==> src/rtl/serial_adder_pkg.sv <==
// Shared types and constants for the bit-serial adder controller.
// The SERIAL_ADDER_OVF_EN macro (see serial_adder_ctrl) adds a signed-overflow output.
package serial_adder_pkg;

   typedef enum logic [1:0] {
      ST_IDLE  = 2'd0,
      ST_SHIFT = 2'd1,
      ST_DONE  = 2'd2
   } sa_state_e;

   localparam int WIDTH_MAX = 32;

   // Bit counter width: max(1, clog2(w)) so WIDTH=1 still gets a real register
   function automatic int cnt_w(input int w);
      return (w <= 2) ? 1 : $clog2(w);
   endfunction

endpackage

==> src/rtl/serial_adder_ctrl_if.sv <==
// Start/busy/done handshake and operand/result bus of the serial adder.
// overflow exists only when SERIAL_ADDER_OVF_EN is defined.
interface serial_adder_ctrl_if #(
   parameter int WIDTH = 8
);
   logic             start;
   logic [WIDTH-1:0] op_a;
   logic [WIDTH-1:0] op_b;
   logic             carry_in;
   logic             busy;
   logic             done;
   logic [WIDTH-1:0] sum;
   logic             carry_out;
`ifdef SERIAL_ADDER_OVF_EN
   logic             overflow;
`endif

   modport master (
      output start, op_a, op_b, carry_in,
      input  busy, done, sum, carry_out
`ifdef SERIAL_ADDER_OVF_EN
      , input overflow
`endif
   );

   modport slave (
      input  start, op_a, op_b, carry_in,
      output busy, done, sum, carry_out
`ifdef SERIAL_ADDER_OVF_EN
      , output overflow
`endif
   );

endinterface

==> src/rtl/sa_full_adder_cell.sv <==
// Shared add cell: two half adders plus an OR form one full adder.
module sa_full_adder_cell (
   input  logic a,
   input  logic b,
   input  logic c,
   output logic s,
   output logic co
);
   logic hs, hc0, hc1;

   assign hs  = a ^ b;
   assign hc0 = a & b;
   assign s   = hs ^ c;
   assign hc1 = hs & c;
   assign co  = hc0 | hc1;

endmodule

==> src/rtl/serial_adder_ctrl.sv <==
// Bit-serial adder sequencer: one full-adder cell reused over WIDTH cycles, LSB first.
// Optional SERIAL_ADDER_OVF_EN adds a registered signed-overflow output.
module serial_adder_ctrl
   import serial_adder_pkg::*;
#(
   parameter int WIDTH = 8
) (
   input  logic               CLOCK_50,
   input  logic               RESET,
   serial_adder_ctrl_if.slave bus
);
   localparam int CNT_W = cnt_w(WIDTH);

   sa_state_e        state, state_nxt;
   logic [WIDTH-1:0] a_q, b_q, res_q, res_nxt;
   logic [WIDTH-1:0] sum_q;
   logic             c_q, cout_q;
   logic [CNT_W-1:0] bit_cnt;
   logic             last_bit;
   logic             fa_s, fa_co;
`ifdef SERIAL_ADDER_OVF_EN
   logic             ovf_q;
`endif

   sa_full_adder_cell u_fa (
      .a  (a_q[0]),
      .b  (b_q[0]),
      .c  (c_q),
      .s  (fa_s),
      .co (fa_co)
   );

   assign last_bit = (bit_cnt == CNT_W'(WIDTH - 1));
   // New sum bit enters at the MSB; form works for WIDTH=1 too
   assign res_nxt  = (res_q >> 1) | (WIDTH'(fa_s) << (WIDTH - 1));

   always_ff @(posedge CLOCK_50 or posedge RESET) begin
      if (RESET) state <= ST_IDLE;
      else       state <= state_nxt;
   end

   always_comb begin
      state_nxt = state;
      case (state)
         ST_IDLE:  if (bus.start) state_nxt = ST_SHIFT;
         ST_SHIFT: if (last_bit)  state_nxt = ST_DONE;
         ST_DONE:  state_nxt = ST_IDLE;
         default:  state_nxt = ST_IDLE;
      endcase
   end

   always_comb begin
      bus.busy = 1'b0;
      bus.done = 1'b0;
      case (state)
         ST_SHIFT: bus.busy = 1'b1;
         ST_DONE: begin
            bus.busy = 1'b1;
            bus.done = 1'b1;
         end
         default: ;
      endcase
   end

   // Outputs load on the final shift so they are already valid while done is high
   always_ff @(posedge CLOCK_50 or posedge RESET) begin
      if (RESET) begin
         a_q     <= '0;
         b_q     <= '0;
         res_q   <= '0;
         c_q     <= 1'b0;
         bit_cnt <= '0;
         sum_q   <= '0;
         cout_q  <= 1'b0;
`ifdef SERIAL_ADDER_OVF_EN
         ovf_q   <= 1'b0;
`endif
      end else begin
         case (state)
            ST_IDLE: begin
               if (bus.start) begin
                  a_q     <= bus.op_a;
                  b_q     <= bus.op_b;
                  c_q     <= bus.carry_in;
                  bit_cnt <= '0;
               end
            end
            ST_SHIFT: begin
               a_q     <= a_q >> 1;
               b_q     <= b_q >> 1;
               c_q     <= fa_co;
               res_q   <= res_nxt;
               bit_cnt <= bit_cnt + CNT_W'(1);
               if (last_bit) begin
                  sum_q  <= res_nxt;
                  cout_q <= fa_co;
`ifdef SERIAL_ADDER_OVF_EN
                  // c_q here is the carry into the MSB
                  ovf_q  <= c_q ^ fa_co;
`endif
               end
            end
            default: ;
         endcase
      end
   end

   assign bus.sum       = sum_q;
   assign bus.carry_out = cout_q;
`ifdef SERIAL_ADDER_OVF_EN
   assign bus.overflow  = ovf_q;
`endif

endmodule

==> src/flat_wrapper.sv <==
// flat-port wrapper written by rule: the top's interface ports become plain ports
module serial_adder_ctrl_flat import serial_adder_pkg::*;
#(
   parameter int WIDTH = 8
)
  (CLOCK_50, RESET, bus_start, bus_op_a, bus_op_b, bus_carry_in, bus_busy, bus_done, bus_sum, bus_carry_out);
  serial_adder_ctrl_if #(.WIDTH(WIDTH)) bus_i ();
  input  logic CLOCK_50;
  input  logic RESET;
  input wire logic [$bits(bus_i.start)-1:0] bus_start;
  input wire logic [$bits(bus_i.op_a)-1:0] bus_op_a;
  input wire logic [$bits(bus_i.op_b)-1:0] bus_op_b;
  input wire logic [$bits(bus_i.carry_in)-1:0] bus_carry_in;
  output wire logic [$bits(bus_i.busy)-1:0] bus_busy;
  output wire logic [$bits(bus_i.done)-1:0] bus_done;
  output wire logic [$bits(bus_i.sum)-1:0] bus_sum;
  output wire logic [$bits(bus_i.carry_out)-1:0] bus_carry_out;
  assign bus_i.start = bus_start;
  assign bus_i.op_a = bus_op_a;
  assign bus_i.op_b = bus_op_b;
  assign bus_i.carry_in = bus_carry_in;
  assign bus_busy = bus_i.busy;
  assign bus_done = bus_i.done;
  assign bus_sum = bus_i.sum;
  assign bus_carry_out = bus_i.carry_out;
  serial_adder_ctrl #(.WIDTH(WIDTH)) u_core (.CLOCK_50(CLOCK_50), .RESET(RESET), .bus(bus_i));
endmodule
==> config.mk <==
export PLATFORM = sky130hd
export DESIGN_NAME = serial_adder_ctrl_flat
export DESIGN_NICKNAME = d
export VERILOG_FILES = /design/src/rtl/serial_adder_pkg.sv /design/src/rtl/serial_adder_ctrl_if.sv /design/src/rtl/sa_full_adder_cell.sv /design/src/rtl/serial_adder_ctrl.sv /design/src/flat_wrapper.sv
export SDC_FILE = /design/constraint.sdc
export NUM_CORES = 1
export LEC_CHECK = 0
export BUFFER_PORTS_ARGS = -buffer_cell sky130_fd_sc_hd__buf_4
export CAP_MARGIN = 20
export CORE_ASPECT_RATIO = 0.9
export CORE_UTILIZATION = 50
export CTS_CLUSTER_SIZE = 14
export DETAILED_ROUTE_END_ITERATION = 8
export PLACE_DENSITY = 0.72
export SYNTH_ARGS = -nofsm -noshare
export SYNTH_HDL_FRONTEND = slang
export SYNTH_SLANG_ARGS = --single-unit
==> constraint.sdc <==
create_clock -name CLOCK_50 -period 1.75 [get_ports CLOCK_50]
set_input_delay 0.0875 -clock CLOCK_50 [delete_from_list [all_inputs] [get_ports CLOCK_50]]
set_output_delay 0.0875 -clock CLOCK_50 [all_outputs]
set_load 0.01 [all_outputs]
==> results of run 1 <==
power by group:
group          total, W  internal [W]  leakage, nW  switching (W)
registers       0.00146       0.00125        0.454       0.000210
clock network  0.000549      0.000274       0.0383       0.000275
logic           0.00144      0.000783        0.539       0.000660
layout make-up:
class,count,area share (%)
flip-flops and latches,38,44.1
multi-input cells,91,35.5
clock buffers,7,3.54
inverters,4,0.697
repair buffers,37,13.6
well taps,44,2.56
through the flow:
| stage | hold slack, ns | cells |
|---|---|---|
| 2_1_floorplan | 0.225 | 143 |
| 3_3_place_gp | 0.224 | 213 |
| 3_5_place_dp | 0.236 | 213 |
| 4_1_cts | 0.0131 | 221 |
| 5_1_grt | 0.0305 | 221 |
| 6_report | 0.0161 | 221 |
cells by family (layout without fill, tap and decap cells):
logic type,Yosys count,after routing,synth area share (%)
AOI/OAI and AO/OA,39,39,17.7
DFF,38,38,53.1
and+or+nand+nor,30,30,10.3
muxes,16,16,10.1
buffers and inverters,14,48,4.26
adders and majority gates,6,6,4.61
worst reg2reg max path, stage by stage, from the launching register on:
cell,delay (ns)
sky130_fd_sc_hd__dfrtp_1,0.39
sky130_fd_sc_hd__ha_1,0.20
sky130_fd_sc_hd__ha_1,0.20
sky130_fd_sc_hd__nand2_1,0.32
sky130_fd_sc_hd__mux2_2,0.39
sequential cells by signal, summed over array words and instances (netlist names):
name,count
u_core.res_q,7
u_core.bus.carry_out,1
u_core.b_q,8
u_core.c_q,1
u_core.a_q,8
u_core.state,2
u_core.bus.sum,8
u_core.bit_cnt,3
what timing repair did:
| item | 4_1_cts | 5_1_grt |
|---|---|---|
| resized for setup | 0 | 0 |
| endpoints found under the hold margin | 38 | 0 |
| hold buffers | 1 | 0 |
cells in the mapped netlist, drive strengths merged:
cell type / n
nor2b: 2
nand2b: 2
mux2: 16
a32o: 2
inv: 4
or2: 1
buf: 10
dfrtp: 38
fa: 1
ha: 5
nand3b: 15
a21o: 15
a21oi: 3
nor2: 3
nand2: 5
o211a: 15
o21ai: 4
nand3: 2
metal layers:
metal	vias to the layer above	global-route usage, %
li1	582	-
met1	571	23.9
met2	23	32.1
met3	5	7.75
met4	0	7.45
met5	-	0
worst max path at each step:
stage               slack, ns  depth (start not counted)                       endpoint
floorplan                0.24                          7      u_core.a_q[0]$_DFFE_PP0P_
CTS                      0.12                          4  u_core.bus.sum[4]$_DFFE_PP0P_
finish                   0.13                          4  u_core.bus.sum[4]$_DFFE_PP0P_
detailed placement       0.13                          4  u_core.bus.sum[4]$_DFFE_PP0P_
global placement         0.21                          6      u_core.a_q[6]$_DFFE_PP0P_
global route             0.04                          4  u_core.bus.sum[4]$_DFFE_PP0P_
==> metrics.json, run 1 <==
{
  "sta": {
    "post-route-min-period_ns": 1.62,
    "final-setup-viol-count": 0,
    "slew_headroom_pct": 69.3,
    "grt_setup_unrepaired": "no",
    "max_clock_freq_mhz": 617,
    "timing.final.hold_violations": 0,
    "totalNegativeSetupSlack_ns": 0,
    "clock_skew_ns": 0.00611,
    "worst_tran_pin_value_ns": 0.461,
    "final_min_period_over_clock_period_pct": 92.6,
    "count_of_pins_over_their_slew_limit": 0,
    "finalWorstSetupSlack_ns": 0.129
  },
  "global_routing": {
    "initial_antenna_violation_count": 0,
    "grt_pass1_vias": 1205,
    "global_route.overflow_total": 0,
    "global_route.usage.total_pct": 19.8,
    "grt_max_degree": 39,
    "grt_first_pass_wirelength_um": 5400
  },
  "synth": {
    "post_synth_instance_area_um2": 1790,
    "ys_seq_area_share_pct": 53.1,
    "synthesis.area_per_instance_um2": 12.5,
    "yosys.area.top_type": "sky130_fd_sc_hd__dfrtp_1",
    "synth_top_cells_by_area": "sky130_fd_sc_hd__dfrtp_1, sky130_fd_sc_hd__mux2_2, sky130_fd_sc_hd__o211a_1",
    "syn_inst": 143,
    "synth.top_cell.area_share_pct": 53.1,
    "flops_latches_synth": 38,
    "ys_warn_count": 0,
    "synth.distinct_cells": 20,
    "synth.net_count": 169
  },
  "finish": {
    "final_net_count": 203,
    "final_design_area_no_fill_um2": 2150,
    "synthToLayoutAreaGrowth_pct": 20.3,
    "final_core_util_pct": 63.3,
    "most_frequent_cells_in_the_layout": "sky130_fd_sc_hd__dfrtp_1, sky130_fd_sc_hd__buf_4, sky130_fd_sc_hd__mux2_2",
    "diodes": 0,
    "ff_latch_area_um2": 951,
    "multi_input_comb_area_um2": 764,
    "most_common_library_cell_in_the_layout_ignoring_fill_and_taps": "sky130_fd_sc_hd__dfrtp_1",
    "layout.filler_cells": 298,
    "drive_above_1_share_pct": 32.2
  },
  "setup_path": {
    "critical-path-top-cell-by-count": "sky130_fd_sc_hd__ha_1",
    "worst_r2r_endpoint": "u_core.bus.sum[4]$_DFFE_PP0P_",
    "crit_family": "adder cells",
    "crit_required_ns": 1.92,
    "reg2reg_from": "u_core.bit_cnt[0]$_DFFE_PP0P_",
    "timing_worst_setup_path_type": "flop to flop",
    "reg2reg_slack_ns": 0.13,
    "cp.buffers_inverters": 0,
    "critical_path.cell_chain": "ha_1 > ha_1 > nand2_1 > mux2_2",
    "worstPathMaxFanout": 9,
    "crit_arrival_ns": 1.79,
    "critPathMaxStageDelay_ns": 0.39,
    "worst_setup_path_start_kind": "flop",
    "r2r_depth": 4,
    "critical_path.slowest_cell": "sky130_fd_sc_hd__dfrtp_1",
    "cp-startpoint": "u_core.bit_cnt[0]$_DFFE_PP0P_",
    "critical_path.endpoint_type": "flop"
  },
  "drt": {
    "met2_wirelength_um": 1580,
    "detail_route.drc_violations": 0,
    "detail_route.wl_per_cell_um": 14.5,
    "highest_layer": "met4",
    "number_of_drc_markers_after_the_initial_detailed_route_iteration": 37,
    "met1_routed_length_um": 1430,
    "route.detailed.vias_per_inst": 5.34,
    "detail-route-antenna-nets": 0,
    "met3_wirelength_um": 138,
    "wl_um": 3200,
    "dr_total_vias": 1181,
    "firstDrtPassIters": 4
  },
  "die": {
    "die_footprint_um2": 3830,
    "core_region_area_um2": 3400,
    "die_height_um": 58.8,
    "num_rows": 20,
    "initial_core_util_pct": 52.6,
    "die_w_um": 65.1,
    "ios": 31
  },
  "run": {
    "drv_cap": 0
  },
  "clock_network": {
    "numClockSinks": 38,
    "cts_htree_levels": 2,
    "cts_root_buf": "sky130_fd_sc_hd__clkbuf_8",
    "cts_tree": "done",
    "post-cts-setup-buffers": 0,
    "number_of_buffers_added_by_the_clock_tree_synthesis_step": 5,
    "ctsLongestPathBuffers": 2,
    "clkSlewWorstSetupHoldPaths_ns": 0.07,
    "clock_latency_ns": 0.29
  },
  "hold_path": {
    "worstHoldEndpoint": "u_core.b_q[7]$_DFFE_PP0P_",
    "hp-start": "bus_op_b[7]",
    "worst_hold_path_stage_count": 3,
    "timing.hold.worst.class": "input pin to flop"
  },
  "placed_design": {
    "detailed_place_hpwl_um": 2200,
    "postPlaceCellArea_um2": 2070,
    "gp_congestion": 0.768,
    "dp_slack_ns": 0.131,
    "port-buffer-count": 30
  },
  "pwr": {
    "p_per_area_nw_per_um2": 1600,
    "p_leak_nw": 1.03,
    "peakVddDrop_mv": 0.958,
    "fin_total_pwr_w": 0.00345
  },
  "outcome": {
    "outcome": "complete, no violations"
  }
}
Power figures use the tool's default switching activity.
==> run 2: changes to the inputs <==
Settings changed: CORE_MARGIN set to 2.
==> run 2 against run 1 <==
  * Clock skew fell by 0.0037 ns
  * Sequential power about the same
  * Fmax up 0.99%
  * Non-clock buffer count increased by 1
  * Combinational power barely moved
  * Total power up 1.6%
  * Cell count did not move
  * Routed wire length rose by 1.2%
  * Count of clock-buffer cells in the layout down 1
  * Sequential cell count unchanged
  * Clock power rose by 4.6%
  * First-iteration DRC count up 46%
  * Largest power group unchanged
==> metrics.json, run 2 (synthesis gave the netlist of run 1 again) <==
{
  "sta": {
    "slew_headroom_pct": 68.3,
    "count_of_pins_over_their_slew_limit": 0,
    "holdWs_ns": 0.0303,
    "max_clock_freq_mhz": 623,
    "clock_skew_ns": 0.00242,
    "post-route-min-period_ns": 1.60,
    "final-setup-viol-count": 0,
    "totalNegativeSetupSlack_ns": 0,
    "timing.final.hold_violations": 0,
    "worst_tran_pin_value_ns": 0.476,
    "grt_setup_unrepaired": "no",
    "final_min_period_over_clock_period_pct": 91.7
  },
  "die": {
    "num_rows": 20,
    "core_region_area_um2": 3400,
    "ios": 31,
    "die_footprint_um2": 4080,
    "die_w_um": 67.1,
    "initial_core_util_pct": 52.6,
    "die_height_um": 60.8
  },
  "pwr": {
    "p_leak_nw": 1.04,
    "peakVddDrop_mv": 0.713,
    "p_per_area_nw_per_um2": 1620
  },
  "finish": {
    "fin_cells": 221,
    "drive_above_1_share_pct": 33.9,
    "synthToLayoutAreaGrowth_pct": 21.2,
    "final_net_count": 204,
    "final_core_util_pct": 63.8,
    "layout.filler_cells": 296,
    "most_common_library_cell_in_the_layout_ignoring_fill_and_taps": "sky130_fd_sc_hd__dfrtp_1",
    "most_frequent_cells_in_the_layout": "sky130_fd_sc_hd__dfrtp_1, sky130_fd_sc_hd__buf_4, sky130_fd_sc_hd__mux2_2",
    "diodes": 0
  },
  "drt": {
    "detail-route-antenna-nets": 0,
    "wl_um": 3240,
    "detail_route.drc_violations": 0,
    "firstDrtPassIters": 4,
    "detail_route.wl_per_cell_um": 14.7,
    "route.detailed.vias_per_inst": 5.48,
    "number_of_drc_markers_after_the_initial_detailed_route_iteration": 54,
    "dr_total_vias": 1212
  },
  "setup_path": {
    "timing_worst_setup_path_type": "flop to flop",
    "worstPathMaxFanout": 16,
    "worst_setup_path_start_kind": "flop",
    "crit_arrival_ns": 1.77,
    "crit_required_ns": 1.92,
    "critical_path.endpoint_type": "flop"
  },
  "placed_design": {
    "gp_congestion": 0.774,
    "detailed_place_hpwl_um": 2330,
    "port-buffer-count": 30,
    "dpl.cell_count": 214
  },
  "global_routing": {
    "grt_max_degree": 39,
    "grt_pass1_vias": 1185,
    "grt_first_pass_wirelength_um": 5460,
    "global_route.usage.total_pct": 18.2,
    "initial_antenna_violation_count": 0,
    "global_route.overflow_total": 0
  },
  "clock_network": {
    "clkSlewWorstSetupHoldPaths_ns": 0.07,
    "cts_tree": "done",
    "numClockSinks": 38,
    "cts_root_buf": "sky130_fd_sc_hd__clkbuf_8",
    "cts_htree_levels": 2,
    "clock_latency_ns": 0.28,
    "number_of_buffers_added_by_the_clock_tree_synthesis_step": 5,
    "ctsLongestPathBuffers": 2
  },
  "run": {
    "drv_cap": 0
  },
  "outcome": {
    "outcome": "complete, no violations"
  },
  "hold_path": {
    "timing.hold.worst.class": "input pin to flop"
  }
}
run 2: cell types whose count changed in the layout (fill, tap and decap cells not counted), sizes merged:
cell and delta:
buf +1, clkbuf -1
run 2: worst paths after layout:
kind | depth (start not counted) | startpoint | slack, ns | end
max | 5 | u_core.state[0]$_DFFE_PP0P_ | 0.15 | u_core.b_q[3]$_DFFE_PP0P_
max reg2reg | 5 | u_core.state[0]$_DFFE_PP0P_ | 0.15 | u_core.b_q[3]$_DFFE_PP0P_
min in group asynchronous | 4 | RESET | 0.48 | u_core.bus.sum[3]$_DFFE_PP0P_
max in group asynchronous | 4 | RESET | 0.95 | u_core.b_q[3]$_DFFE_PP0P_
min | 3 | bus_op_b[7] | 0.03 | u_core.b_q[7]$_DFFE_PP0P_
min reg2reg | 1 | u_core.bit_cnt[1]$_DFFE_PP0P_ | 0.50 | u_core.bit_cnt[1]$_DFFE_PP0P_
run 2: through the flow:
stage               setup slack, ns  cell area, µm²  power [W]
floorplan                     0.241            1790    0.00250
global placement              0.185            2080    0.00288
detailed placement            0.127            2080    0.00298
CTS                          0.0957            2170    0.00356
global route                 0.0360            2170    0.00377
finish                        0.145            2170    0.00351
run 2: worst max-delay path, cell delays in order, from the launching register on:
cell and delay [ns]:
sky130_fd_sc_hd__dfrtp_1 0.41, sky130_fd_sc_hd__ha_1 0.32, sky130_fd_sc_hd__or2_1 0.30, sky130_fd_sc_hd__buf_12 0.16, sky130_fd_sc_hd__a21o_1 0.17, sky130_fd_sc_hd__o211a_1 0.13
run 2: report_power, final:
part	internal, W	switching, W
Combinational	0.000801	0.000667
Sequential	0.00125	0.000216
Clock	0.000303	0.000270
Total	0.00235	0.00115
run 2: timing repair:
item                                    in CTS  in global routing
endpoints found under the hold margin       38                  0
endpoints found under the setup margin       0                  7
setup buffers                                0                  0
hold buffers                                 1                  0
resized for setup                            0                  1
run 2: cell type report:
class	count	area [µm²]	area share [%]
inverters	4	15.0	0.692
well taps	44	55.1	2.54
multi-input cells	91	767	35.3
repair buffers	38	300	13.8
flip-flops and latches	38	951	43.8
clock buffers	6	82.6	3.80
run 2: per-layer routing:
layer | up-vias | GRT usage (%) | wire (µm)
li1 | 584 | - | -
met1 | 600 | 23.9 | 1470
met2 | 23 | 29.0 | 1610
met3 | 5 | 6.31 | 139
met4 | 0 | 5.25 | 22
met5 | - | 0 | 0
==> run 3: changes to the inputs <==
Settings changed: PLACE_DENSITY 0.72 to 0.73, SYNTH_HIERARCHICAL set to 1.
==> run 3 against run 2 <==
  * Sequential power hardly changed
  * Largest cell class unchanged
  * Critical path type unchanged
  * Register-to-register slack worse by 0.05 ns
  * Critical endpoint is now u_core/b_q[1]$_DFFE_PP0P_
  * Clock power is 7.3% higher
  * Hold slack better by 0.030 ns
  * Total power is 2.0% higher
==> metrics.json, run 3 <==
{
  "clock_network": {
    "ctsLongestPathBuffers": 2,
    "clkSlewWorstSetupHoldPaths_ns": 0.07,
    "cts_root_buf": "sky130_fd_sc_hd__clkbuf_8",
    "post-cts-setup-buffers": 0,
    "cts_tree": "done",
    "numClockSinks": 38,
    "clock_latency_ns": 0.28,
    "cts_htree_levels": 2,
    "number_of_buffers_added_by_the_clock_tree_synthesis_step": 5
  },
  "setup_path": {
    "critical_path.cell_chain": "inv_1 > ha_2 > mux2i_2 > buf_4 > nand2b_1 > o221a_1",
    "timing.critical_path.depth": 6,
    "critical_path.endpoint_type": "flop",
    "critPathMaxStageDelay_ns": 0.40,
    "worst_setup_path_start_kind": "flop",
    "worstPathMaxFanout": 9,
    "crit_required_ns": 1.91,
    "crit_arrival_ns": 1.81,
    "crit_family": "flip-flops",
    "critical_path.slowest_cell": "sky130_fd_sc_hd__dfrtp_1",
    "timing_worst_setup_path_type": "flop to flop",
    "r2r_depth": 6,
    "cp.buffers_inverters": 2
  },
  "sta": {
    "timing.final.hold_violations": 0,
    "post-route-min-period_ns": 1.65,
    "slew_headroom_pct": 69.1,
    "max_clock_freq_mhz": 605,
    "grt_setup_unrepaired": "no",
    "finalWorstSetupSlack_ns": 0.0971,
    "clock_skew_ns": 0.00649,
    "final_min_period_over_clock_period_pct": 94.5,
    "worst_tran_pin_value_ns": 0.463,
    "final-setup-viol-count": 0,
    "count_of_pins_over_their_slew_limit": 0
  },
  "global_routing": {
    "grt_first_pass_wirelength_um": 5220,
    "grt_pass1_vias": 1100,
    "global_route.usage.total_pct": 18.4,
    "initial_antenna_violation_count": 0,
    "global_route.overflow_total": 0,
    "grt_max_degree": 39
  },
  "synth": {
    "synth_top_cells_by_area": "sky130_fd_sc_hd__dfrtp_1, sky130_fd_sc_hd__mux2_2, sky130_fd_sc_hd__o221a_1",
    "synth.top_cell.area_share_pct": 55.9,
    "ys_warn_count": 6,
    "post_synth_instance_area_um2": 1700,
    "flops_latches_synth": 38,
    "post_synth_most_frequent_cells": "sky130_fd_sc_hd__dfrtp_1, sky130_fd_sc_hd__mux2_2, sky130_fd_sc_hd__nand2b_1, sky130_fd_sc_hd__o221a_1, sky130_fd_sc_hd__nand2_1",
    "yosys.area.top_type": "sky130_fd_sc_hd__dfrtp_1",
    "synthesis.area_per_instance_um2": 13.4,
    "syn_inst": 127,
    "post-synth-top-count-cell": "sky130_fd_sc_hd__dfrtp_1",
    "synth.distinct_cells": 25,
    "synth-edff-count": 0,
    "synth-async-reset-ratio_pct": 100,
    "dominantRegCellSynth": "sky130_fd_sc_hd__dfrtp_1",
    "synth.net_count": 153,
    "ys_seq_area_share_pct": 55.9
  },
  "drt": {
    "wl_um": 3070,
    "detail_route.wl_per_cell_um": 14.7,
    "route.detailed.vias_per_inst": 5.31,
    "number_of_drc_markers_after_the_initial_detailed_route_iteration": 55,
    "firstDrtPassIters": 4,
    "detail_route.drc_violations": 0,
    "dr_total_vias": 1105,
    "detail-route-antenna-nets": 0
  },
  "finish": {
    "multi_input_comb_area_um2": 689,
    "synthToLayoutAreaGrowth_pct": 22.2,
    "final_design_area_no_fill_um2": 2080,
    "most_frequent_cells_in_the_layout": "sky130_fd_sc_hd__dfrtp_1, sky130_fd_sc_hd__buf_4, sky130_fd_sc_hd__mux2_2",
    "layout.filler_cells": 265,
    "most_common_library_cell_in_the_layout_ignoring_fill_and_taps": "sky130_fd_sc_hd__dfrtp_1",
    "drive_above_1_share_pct": 39.6,
    "final_net_count": 189,
    "diodes": 0,
    "final_core_util_pct": 62.9,
    "ff_latch_area_um2": 951
  },
  "pwr": {
    "p_per_area_nw_per_um2": 1720,
    "fin_total_pwr_w": 0.00358,
    "p_leak_nw": 0.949,
    "peakVddDrop_mv": 0.866
  },
  "die": {
    "core_region_area_um2": 3300,
    "die_w_um": 65.5,
    "initial_core_util_pct": 51.5,
    "die_height_um": 59.3,
    "die_footprint_um2": 3880,
    "num_rows": 20,
    "ios": 31
  },
  "run": {
    "drv_cap": 0
  },
  "hold_path": {
    "timing.hold.worst.class": "input pin to flop",
    "worst_hold_path_stage_count": 2
  },
  "placed_design": {
    "gp_congestion": 0.763,
    "port-buffer-count": 30,
    "detailed_place_hpwl_um": 2180,
    "dp_slack_ns": -0.0323,
    "postPlaceCellArea_um2": 1970
  },
  "outcome": {
    "outcome": "complete, no violations"
  }
}
## run 3: cell count changes in the layout (fill, tap and decap cells not counted), moves of 12 or more
| cell | previous run | this run |
|---|---|---|
| sky130_fd_sc_hd__a21o_1 | 15 | 0 |
| sky130_fd_sc_hd__nand2b_1 | 2 | 14 |
| sky130_fd_sc_hd__nand3b_1 | 15 | 1 |
| sky130_fd_sc_hd__o211a_1 | 15 | 0 |
| sky130_fd_sc_hd__o221a_1 | 0 | 14 |
## run 3: power by group
group	total (W)	leakage, nW	switching [W]	internal, W
registers	0.00150	0.457	0.000229	0.00127
clock network	0.000616	0.0472	0.000300	0.000316
logic	0.00146	0.445	0.000644	0.000817
total	0.00358	0.949	0.00117	0.00240
## run 3: repair_timing
| action | 4_1_cts | 5_1_grt |
|---|---|---|
| endpoints found under the setup margin | 14 | 19 |
| gates cloned | 0 | 0 |
| hold buffers | 1 | 0 |
| resized for setup | 1 | 2 |
| endpoints found under the hold margin | 38 | 0 |
## run 3: path summary, 6_finish.rpt
| path | start | endpoint | slack (ns) |
|---|---|---|---|
| worst max-delay path | u_core/state[1]$_DFFE_PP0P_ | u_core/b_q[1]$_DFFE_PP0P_ | 0.1 |
| worst min-delay path | bus_op_b[3] | u_core/b_q[3]$_DFFE_PP0P_ | 0.06 |
| worst max register to register | u_core/state[1]$_DFFE_PP0P_ | u_core/b_q[1]$_DFFE_PP0P_ | 0.1 |
| worst min register to register | u_core/bit_cnt[0]$_DFFE_PP0P_ | u_core/bit_cnt[0]$_DFFE_PP0P_ | 0.48 |
| max in group asynchronous | RESET | u_core/bit_cnt[0]$_DFFE_PP0P_ | 0.95 |
| min in group asynchronous | RESET | u_core/res_q[5]$_DFFE_PP0P_ | 0.47 |
## run 3: cell type report
| cell class | instances | share of cell area, % |
|---|---|---|
| Sequential cell | 38 | 45.8 |
| Multi-Input combinational cell | 78 | 33.2 |
| Clock buffer | 6 | 3.97 |
| Clock inverter | 2 | 0.602 |
| Tap cell | 44 | 2.65 |
| Timing Repair Buffer | 36 | 13.1 |
| Inverter | 4 | 0.722 |
## run 3: per-stage QoR
step,cells,hold WS (ns),setup TNS [ns]
CTS,208,0.0584,0
finish,208,0.0603,0
global route,208,0.0564,0
global placement,199,0.223,0
floorplan,127,0.265,0
detailed placement,199,0.235,-0.237
## run 3: logic make-up after synthesis
family                     Yosys count  synth area share (%)
DFF                                 38                  55.9
and+or+nand+nor                     29                  9.86
AOI/OAI and AO/OA                   26                  14.0
muxes                               17                  11.4
buffers and inverters               11                  3.97
adders and majority gates            6                  4.86
## run 3: metal layers
metal  up-vias  wire length, µm  global-route usage (%)
met1       546             1410                    24.5
met2        23             1480                    28.6
met3         5              143                    5.89
met4         0               38                    6.55
li1        531                -                       -
met5         -                0                       0
